## src/rtl/bsg_bp_mc_link_sched_pkg.sv

```systemverilog
// Shared definitions for the manycore request-link scheduler: FSM state
// encoding, default parameter values and a width helper.
package bsg_bp_mc_link_sched_pkg;

    localparam int unsigned num_req_default_lp         = 4;
    localparam int unsigned packet_width_default_lp    = 128;
    localparam int unsigned max_out_credits_default_lp = 16;

    typedef enum logic [1:0] {
        eReady = 2'd0,
        eHold  = 2'd1,
        eFence = 2'd2
    } state_e;

    // Index width that stays at least one bit wide for a single requester.
    function automatic int unsigned safe_clog2(input int unsigned n);
        return (n > 1) ? $clog2(n) : 1;
    endfunction

endpackage

```

## src/rtl/bsg_bp_mc_rr_select.sv

```systemverilog
// Round-robin selector: scans the request vector starting at ptr_i and
// wrapping, returning the first valid requester as one-hot and as an index.
module bsg_bp_mc_rr_select
    import bsg_bp_mc_link_sched_pkg::*;
#(
    parameter int unsigned num_req_p   = num_req_default_lp,
    parameter int unsigned idx_width_p = safe_clog2(num_req_p)
) (
    input  logic [num_req_p-1:0]   req_i,
    input  logic [idx_width_p-1:0] ptr_i,
    output logic [num_req_p-1:0]   grant_o,
    output logic [idx_width_p-1:0] idx_o,
    output logic                   v_o
);

    int unsigned            cand_full;
    logic [idx_width_p-1:0] cand;

    // First valid requester at or after the pointer wins.
    always_comb begin
        grant_o   = '0;
        idx_o     = '0;
        v_o       = 1'b0;
        cand_full = 0;
        cand      = '0;
        for (int unsigned off = 0; off < num_req_p; off++) begin
            cand_full = (32'(ptr_i) + off) % num_req_p;
            cand      = idx_width_p'(cand_full);
            if (!v_o && req_i[cand]) begin
                v_o           = 1'b1;
                grant_o[cand] = 1'b1;
                idx_o         = cand;
            end
        end
    end

endmodule

```

## src/rtl/bsg_bp_mc_link_scheduler.sv

```systemverilog
// Arbitrates num_req_p requesters onto one credit-controlled manycore request
// link through a single-entry output buffer, with fence/drain support.
// Optional statistics counters are built when BSG_BP_MC_LINK_SCHED_STATS_EN
// is defined.
// Handshake: a transfer happens on a cycle where valid and ready are both
// high; valid never waits on ready, and data/id hold while valid & !ready.
module bsg_bp_mc_link_scheduler
    import bsg_bp_mc_link_sched_pkg::*;
#(
    parameter int unsigned  num_req_p         = num_req_default_lp,
    parameter int unsigned  packet_width_p    = packet_width_default_lp,
    parameter int unsigned  max_out_credits_p = max_out_credits_default_lp,
    localparam int unsigned id_width_lp       = safe_clog2(num_req_p),
    localparam int unsigned credit_width_lp   = $clog2(max_out_credits_p + 1)
) (
    input  logic                                     clk_i,
    input  logic                                     reset_n_i,
    input  logic [num_req_p-1:0]                     req_v_i,
    input  logic [num_req_p-1:0][packet_width_p-1:0] req_data_i,
    output logic [num_req_p-1:0]                     req_ready_o,
    output logic                                     pkt_v_o,
    output logic [packet_width_p-1:0]                pkt_data_o,
    input  logic                                     pkt_ready_i,
    output logic [id_width_lp-1:0]                   grant_id_o,
    input  logic                                     credit_return_i,
    output logic [credit_width_lp-1:0]               credits_o,
    input  logic                                     fence_i,
    output logic                                     fence_done_o,
    output logic                                     credit_err_o,
    output state_e                                   state_o
`ifdef BSG_BP_MC_LINK_SCHED_STATS_EN
    ,
    output logic [31:0]                              issued_count_o,
    output logic [31:0]                              stall_cycles_o
`endif
);

    localparam logic [credit_width_lp-1:0] credits_max_lp = credit_width_lp'(max_out_credits_p);

    state_e                      state_q, state_d;
    logic                        pkt_v_q, pkt_v_d;
    logic [packet_width_p-1:0]   pkt_data_q, pkt_data_d;
    logic [id_width_lp-1:0]      grant_id_q, grant_id_d;
    logic [id_width_lp-1:0]      rr_ptr_q, rr_ptr_d;
    logic [credit_width_lp-1:0]  credits_q, credits_d;
    logic                        fence_active_q, fence_active_d;
    logic                        fence_done_q, fence_done_d;
    logic                        credit_err_q, credit_err_d;

    logic [num_req_p-1:0]        rr_grant;
    logic [id_width_lp-1:0]      rr_idx;
    logic                        rr_v;
    logic                        out_fire;
    logic                        accept_slot;
    logic                        accept;

    bsg_bp_mc_rr_select #(
        .num_req_p   (num_req_p),
        .idx_width_p (id_width_lp)
    ) rr_select (
        .req_i   (req_v_i),
        .ptr_i   (rr_ptr_q),
        .grant_o (rr_grant),
        .idx_o   (rr_idx),
        .v_o     (rr_v)
    );

    // Offer a slot when the buffer is empty or emptying, credits remain and no fence blocks.
    always_comb begin
        out_fire    = pkt_v_q & pkt_ready_i;
        accept_slot = reset_n_i
                    && ((state_q == eReady) || ((state_q == eHold) && out_fire))
                    && (credits_q != '0)
                    && !fence_active_q;
        accept      = accept_slot & rr_v;
        req_ready_o = accept_slot ? rr_grant : '0;
    end

    // Next-state: credits, buffer load, RR pointer, fence tracking and FSM.
    always_comb begin
        state_d        = state_q;
        pkt_v_d        = pkt_v_q;
        pkt_data_d     = pkt_data_q;
        grant_id_d     = grant_id_q;
        rr_ptr_d       = rr_ptr_q;
        credits_d      = credits_q;
        fence_active_d = fence_active_q;
        fence_done_d   = 1'b0;
        credit_err_d   = credit_err_q;

        // A return that coincides with an acceptance cancels out; a return
        // into a full pool is dropped and flagged.
        if (accept && !credit_return_i) begin
            credits_d = credits_q - credit_width_lp'(1);
        end else if (!accept && credit_return_i) begin
            if (credits_q == credits_max_lp) begin
                credit_err_d = 1'b1;
            end else begin
                credits_d = credits_q + credit_width_lp'(1);
            end
        end

        if (accept) begin
            pkt_data_d = req_data_i[rr_idx];
            grant_id_d = rr_idx;
            rr_ptr_d   = (rr_idx == id_width_lp'(num_req_p - 1)) ? '0 : rr_idx + id_width_lp'(1);
        end

        // A second fence while one is outstanding is ignored.
        if (fence_i && !fence_active_q) begin
            fence_active_d = 1'b1;
        end

        case (state_q)
            eReady: begin
                if (accept) begin
                    pkt_v_d = 1'b1;
                    state_d = eHold;
                end else if (fence_active_q) begin
                    state_d = eFence;
                end
            end
            eHold: begin
                if (out_fire && !accept) begin
                    pkt_v_d = 1'b0;
                    state_d = eReady;
                end
            end
            eFence: begin
                if (credits_q == credits_max_lp) begin
                    fence_done_d   = 1'b1;
                    fence_active_d = 1'b0;
                    state_d        = eReady;
                end
            end
            default: begin
                state_d = eReady;
            end
        endcase
    end

    // Scheduler state registers; reset discards any buffered packet.
    always_ff @(posedge clk_i or negedge reset_n_i) begin
        if (!reset_n_i) begin
            state_q        <= eReady;
            pkt_v_q        <= 1'b0;
            pkt_data_q     <= '0;
            grant_id_q     <= '0;
            rr_ptr_q       <= '0;
            credits_q      <= credits_max_lp;
            fence_active_q <= 1'b0;
            fence_done_q   <= 1'b0;
            credit_err_q   <= 1'b0;
        end else begin
            state_q        <= state_d;
            pkt_v_q        <= pkt_v_d;
            pkt_data_q     <= pkt_data_d;
            grant_id_q     <= grant_id_d;
            rr_ptr_q       <= rr_ptr_d;
            credits_q      <= credits_d;
            fence_active_q <= fence_active_d;
            fence_done_q   <= fence_done_d;
            credit_err_q   <= credit_err_d;
        end
    end

    assign pkt_v_o      = pkt_v_q;
    assign pkt_data_o   = pkt_data_q;
    assign grant_id_o   = grant_id_q;
    assign credits_o    = credits_q;
    assign fence_done_o = fence_done_q;
    assign credit_err_o = credit_err_q;
    assign state_o      = state_q;

`ifdef BSG_BP_MC_LINK_SCHED_STATS_EN
    logic [31:0] issued_q, issued_d;
    logic [31:0] stall_q, stall_d;

    // Count link handshakes and credit-starved cycles; both wrap freely.
    always_comb begin
        issued_d = issued_q + 32'(out_fire);
        stall_d  = stall_q + 32'((|req_v_i) && !accept && (credits_q == '0));
    end

    // Statistics registers.
    always_ff @(posedge clk_i or negedge reset_n_i) begin
        if (!reset_n_i) begin
            issued_q <= '0;
            stall_q  <= '0;
        end else begin
            issued_q <= issued_d;
            stall_q  <= stall_d;
        end
    end

    assign issued_count_o = issued_q;
    assign stall_cycles_o = stall_q;
`endif

endmodule

```

## config.mk

```make
export PLATFORM = sky130hd
export DESIGN_NAME = bsg_bp_mc_link_scheduler
export DESIGN_NICKNAME = d
export VERILOG_FILES = /design/src/rtl/bsg_bp_mc_link_sched_pkg.sv /design/src/rtl/bsg_bp_mc_rr_select.sv /design/src/rtl/bsg_bp_mc_link_scheduler.sv
export SDC_FILE = /design/constraint.sdc
export NUM_CORES = 1
export LEC_CHECK = 0
export ABC_AREA = 1
export BUFFER_PORTS_ARGS = -buffer_cell sky130_fd_sc_hd__buf_4
export CAP_MARGIN = 20
export CORE_AREA = 4 4 258 260
export CTS_CLUSTER_DIAMETER = 50
export CTS_CLUSTER_SIZE = 10
export DETAILED_ROUTE_END_ITERATION = 12
export DIE_AREA = 0 0 262 264
export PLACE_DENSITY_LB_ADDON = 0.25
export SLEW_MARGIN = 20
export SYNTH_ARGS = -nofsm -noshare
export SYNTH_HDL_FRONTEND = slang
export SYNTH_SLANG_ARGS = --single-unit
export TNS_END_PERCENT = 30
```

## constraint.sdc

```tcl
create_clock -name clk_i -period 4.8 [get_ports clk_i]
set_clock_uncertainty 0.2 [all_clocks]
set_input_delay 0.24 -clock clk_i [delete_from_list [all_inputs] [get_ports clk_i]]
set_output_delay 0.24 -clock clk_i [all_outputs]
set_load 0.03 [all_outputs]
```

Word-level counts from Yosys, hierarchy flattened
Index checks and enable logic that the tools add are counted.
Word-level totals
  register bits: 143
  bits in latches: 0
  memory bits (writable): 0
  memory bits (read-only): 0
  bits of input ports: 521
  output and inout bits: 144
  logic and storage cells: 117
  memories kept: 0
Operators by class
  add/sub/neg operators: 6
  $mul: 0
  divide/modulo/power cells: 0
  order comparisons: 9
  equal/unequal tests: 9
  shifts and indexed selects: 0
  mux-type cells: 48
  bitwise gates (word level): 6
  reductions and logical operators: 30
Operators with widths (count)
  $bmux 128 s2: 1
  $mux 128: 1
  $mux 4: 5
  $mux 1: 19
  $mux 2: 9
  $logic_and 1x1->1: 15
  $lt 2x3->1 const B: 5
  $mux 5: 3
  $or 4x4->4: 3
  $reduce_and 3->1: 3
  $bmux 1 s2: 4
  $demux 1 s2: 4
  $ge 2x1->1 const B: 4
  $logic_not 1->1: 6
  $ne 2x2->1 const B: 3
  $pmux 2 s3: 1
  $add 5x1->5 const B: 1
  $eq 5x5->1 const B: 1
  $reduce_bool 5->1: 1
  $sub 5x1->5 const B: 1
  $add 2x1->2 const B: 2
  $add 2x2->2 const B: 2
  $eq 2x2->1 const B: 2
  $reduce_bool 2->1: 2
  9 further kinds: 10

Longest topological paths before layout
  word-level depth: 17
  gate-level depth with buffers: 18
  depth with buffers taken out: 17

By module
From an unflattened synthesis, not the netlist that was laid out.
Unflattened totals
  cells, all modules: 1453
  area, all modules: 9609.2 um2
Modules (own cells, without submodules)
  bsg_bp_mc_link_scheduler: times used 1, cells an instance 1379, area each 9168.8 um2
  bsg_bp_mc_rr_select: times used 1, cells an instance 74, area each 440.4 um2

Least setup slack after synthesis
OpenSTA, ideal clock, no wires.
  kind: flip-flop to flip-flop
  start point: register with a tool-made name
  end point: register credits_q[4] (netlist: credits_o[4])
  library setup time: 0.075 ns
  arrival: 3.077 ns
  data required time: 4.525 ns
  setup slack: 1.448 ns
  cell stages (with the launch flop): 19
  clock period less this slack: 3.352 ns
  cells stage by stage: dfrtp_1 -> inv_2 -> ha_1 -> inv_1 -> nand2_1 -> nand2_1 -> nor2_4 -> nand3_1 -> nand2_1 -> inv_2 -> buf_2 -> ha_1 -> fa_1 -> nand2_1 -> nand2_1 -> a21oi_1 -> o21ai_0 -> a21oi_1 -> xor2_1
RTL lines
  to (signal assigned): line bsg_bp_mc_link_scheduler.sv:150  | credits_q <= credits_max_lp;
  to (signal assigned): line bsg_bp_mc_link_scheduler.sv:160  | credits_q <= credits_d;
  to (decl): line bsg_bp_mc_link_scheduler.sv:45  | logic [credit_width_lp-1:0] credits_q, credits_d;

Final worst setup path
  start point: register rr_ptr_q[1]
  end point: register pkt_data_q[105] (netlist: pkt_data_o[105])
On the way
  cells in the longest elaborated chain, start to end: 14
  elaborated cells between the ends (all ways): 28
Ends and longest elaborated chain
  from (decl): line bsg_bp_mc_link_scheduler.sv:44  | logic [id_width_lp-1:0] rr_ptr_q, rr_ptr_d;
  from (signal assigned): line bsg_bp_mc_link_scheduler.sv:159  | rr_ptr_q <= rr_ptr_d;
  branches (longest 14 deep; another with $add 2x1->2)
  to (signal assigned): line bsg_bp_mc_link_scheduler.sv:157  | pkt_data_q <= pkt_data_d;
  to (decl): line bsg_bp_mc_link_scheduler.sv:42  | logic [packet_width_p-1:0] pkt_data_q, pkt_data_d;
Parallel ways; which one is timed is not known. The select of a mux whose other input is x is not followed.
A chain may end at the register's enable or synchronous reset.

==> results.cfg <==
[status]
outcome = completed

[synth]
seq_area_frac_synth = 0.349
synth_edf_count = 0
synth_top_cell_area_share = 0.347
synth_area_leader_cell = dfrtp_1
syn_area_um2 = 10200
synth_nets = 2128
yosysUniqueCellTypes = 32
postSynthCellCount = 1593
avgSynthCellArea_um2 = 6.43
synthArstFlopShare = 1.00
synthTopCellsByArea = dfrtp_1 (35%), nand3_1 (32%), nand2_1 (21%)
ys_seq_elements = 143
synth_top_flop_cell = dfrtp_1
ys_warn_count = 0

[job]
cap_violations = 0

[global_routing]
grt_max_degree = 139
antenna_found_initial = 9
grt_use_total = 0.169
grt_first_pass_wirelength_um = 90900
overflow = 0
grt_pass1_vias = 15800

[critical_path]
cp.arrival_ns = 4.72
slowest_stage = dlygate4sd3_1
crit_cells = 16
crit_type = reg -> reg
cp-end-kind = register
crit_top_cell = nand3_1
crit_buf_inv = 6
reg2reg_depth = 16
crit_fanout = 81
cp_data_required_time_ns = 5.00
cp_top_family = buffers and inverters
cp-start-kind = register
slowest_delay_ns = 0.62
path_cells = inv_1 > ha_1 > inv_1 > nand3_1 > nand2_1 > nor2_2 > nand2_1 > nand3_4 > buf_12 > buf_16 > nand3_1 > nand3_1 > dlygate4sd3_1 > nand3_1 > dlygate4sd3_1 > nand2_1

[layout]
postLayoutCoreUtil = 0.320
nFillCells = 6999
final_common_cell = buf_4
drive_gt1_frac = 0.290
finalInstanceArea_um2 = 20500
final_nets = 3081
final_cell_mix = buf_4 (677), nand3_1 (658), nand2_1 (560)
area_growth_pct = 100

[floorplan]
core_area_um2 = 64100
start_util = 0.160
die_h_um = 264
io_pins = 665
dieArea_um2 = 69200
die_w_um = 262
rows = 93

[place]
dp_hpwl_um = 44000
place.gp.congestion = 0.890
postPlaceCellArea_um2 = 16000
dp_slack_ns = 1.16
portBuffers = 664

[drt]
drt_wl_total_um = 63000
drtAntennaViolNets = 0
via_per_inst = 4.52
num_vias = 15400
avgRoutedWirePerCell_um = 18.4
drt_iter0_drc = 1098
drc_errors = 0
first_pass_iters = 5

[clocking]
ctsLongestPathBuffers = 2
htreeDepth = 4
clockRootBuffer = clkbuf_16
numCtsBuffers = 17
clkLatencyLatePin_ns = 0.46
clk_pin_slew_ns = 0.07
cts_tree = yes
cts.sinks = 143

[hold_path]
hold_path.class = in -> async

[power]
power_w = 0.0148
p_per_area_nw_per_um2 = 721
vdd_drop_max_v = 0.000575
leakage_nw = 10.0

[timing]
setup_violations = 0
worst_slew_pin_slew_ns = 1.14
clock.fmax_mhz = 222
fin_crit_ns = 4.51
rsz0062_at_grt = no
slew_violations = 0
setup_slack_ns = 0.287
finalCritPeriodShare = 0.940
final-hold-violation-count = 0
slew_headroom = 0.238
setup_tns_ns = 0
[worst reg2reg max path, delay by kind of cell (launching register included)]
kind | cells | cell delay (ns)
adders and majority gates | 1 | 0.38
buffers and inverters | 6 | 1.99
DFF | 1 | 0.46
and+or+nand+nor | 9 | 1.42
[synthesized netlist by cell type (2+ instances only)]
library cell / number
inv_1: 22
nand3_2: 2
nand3_1: 658
buf_1: 14
dfrtp_1: 142
ha_1: 13
a22oi_1: 3
o21ai_0: 7
nor2_1: 14
nand2_1: 561
xor2_1: 4
nand4_1: 3
nor2_2: 2
a21oi_1: 4
buf_4: 4
inv_2: 4
buf_2: 92
clkbuf_1: 30
[logic make-up after synthesis]
kind of cell             Yosys count  synth area share
AND/OR/NAND/NOR                 1247             0.544
buffers and inverters            166            0.0735
flip-flops                       143             0.349
AO/OA/AOI/OAI                     18            0.0104
adder cells (fa/ha/maj)           14            0.0178
XOR/XNOR                           4           0.00342
multiplexers                       1           0.00110
[layer usage]
metal  vias to the layer above  global-route usage  routed length [µm]
li1                       7270                   -                   -
met1                      7384               0.183               23900
met2                       687               0.307               31600
met3                       101              0.0454                5070
met4                         0              0.0744                2470
met5                         -                   0                   0
[metrics by stage]
stage	hold WS, ns	instances
after CTS	0.00469	3409
final	0.0408	3419
after global routing	0.0347	3418
after global placement	-0.0275	2996
after floorplan	-0.256	1593
after detailed placement	-0.0356	2996
[what timing repair did]
item | 4_1_cts | 5_1_grt
resized for setup | 0 | 6
endpoints found under the setup margin | 0 | 112
setup buffers | 0 | 2
hold buffers | 381 | 0
endpoints found under the hold margin | 216 | 0
[worst paths after layout]
| kind | start | endpoint | slack (ns) |
|---|---|---|---|
| worst max-delay path | rr_ptr_q[1]$_DFFE_PN0N_ | pkt_data_o[105]$_DFFE_PN0N_ | 0.29 |
| worst max register to register | rr_ptr_q[1]$_DFFE_PN0N_ | pkt_data_o[105]$_DFFE_PN0N_ | 0.29 |
| worst min-delay path | reset_n_i | pkt_data_o[104]$_DFFE_PN0N_ | 0.04 |
| min in group clk_i | req_data_i[14] | pkt_data_o[14]$_DFFE_PN0N_ | 0.07 |
| worst min register to register | credit_err_o$_DFFE_PN0P_ | credit_err_o$_DFFE_PN0P_ | 0.28 |
| max in group asynchronous | reset_n_i | state_o[1]$_DFFE_PN0P_ | 2.69 |
[layout make-up]
type | count | area (µm²) | share of cell area
Clock buffer | 19 | 443 | 0.0216
Tap cell | 855 | 1070 | 0.0522
Sequential cell | 143 | 3580 | 0.175
Antenna cell | 5 | 12.5 | 0.000610
Timing Repair Buffer | 1071 | 9160 | 0.447
Inverter | 26 | 108 | 0.00525
Clock inverter | 13 | 154 | 0.00751
Multi-Input combinational cell | 1287 | 5980 | 0.292
[flip-flops by register name (all words and copies together) (netlist names), named ones only]
register	cells
credits_o	5
credit_err_o	1
grant_id_o	2
pkt_v_o	1
rr_ptr_q	1
pkt_data_o	128
fence_done_o	1
fence_active_q	1
state_o	2
[power by group]
part / total (W) / switching (W) / internal (W)
Combinational: 0.0114 / 0.00683 / 0.00454
Sequential: 0.00200 / 0.000334 / 0.00167
Clock: 0.00142 / 0.000630 / 0.000790
No activity file was read; power rests on OpenSTA's default activity.
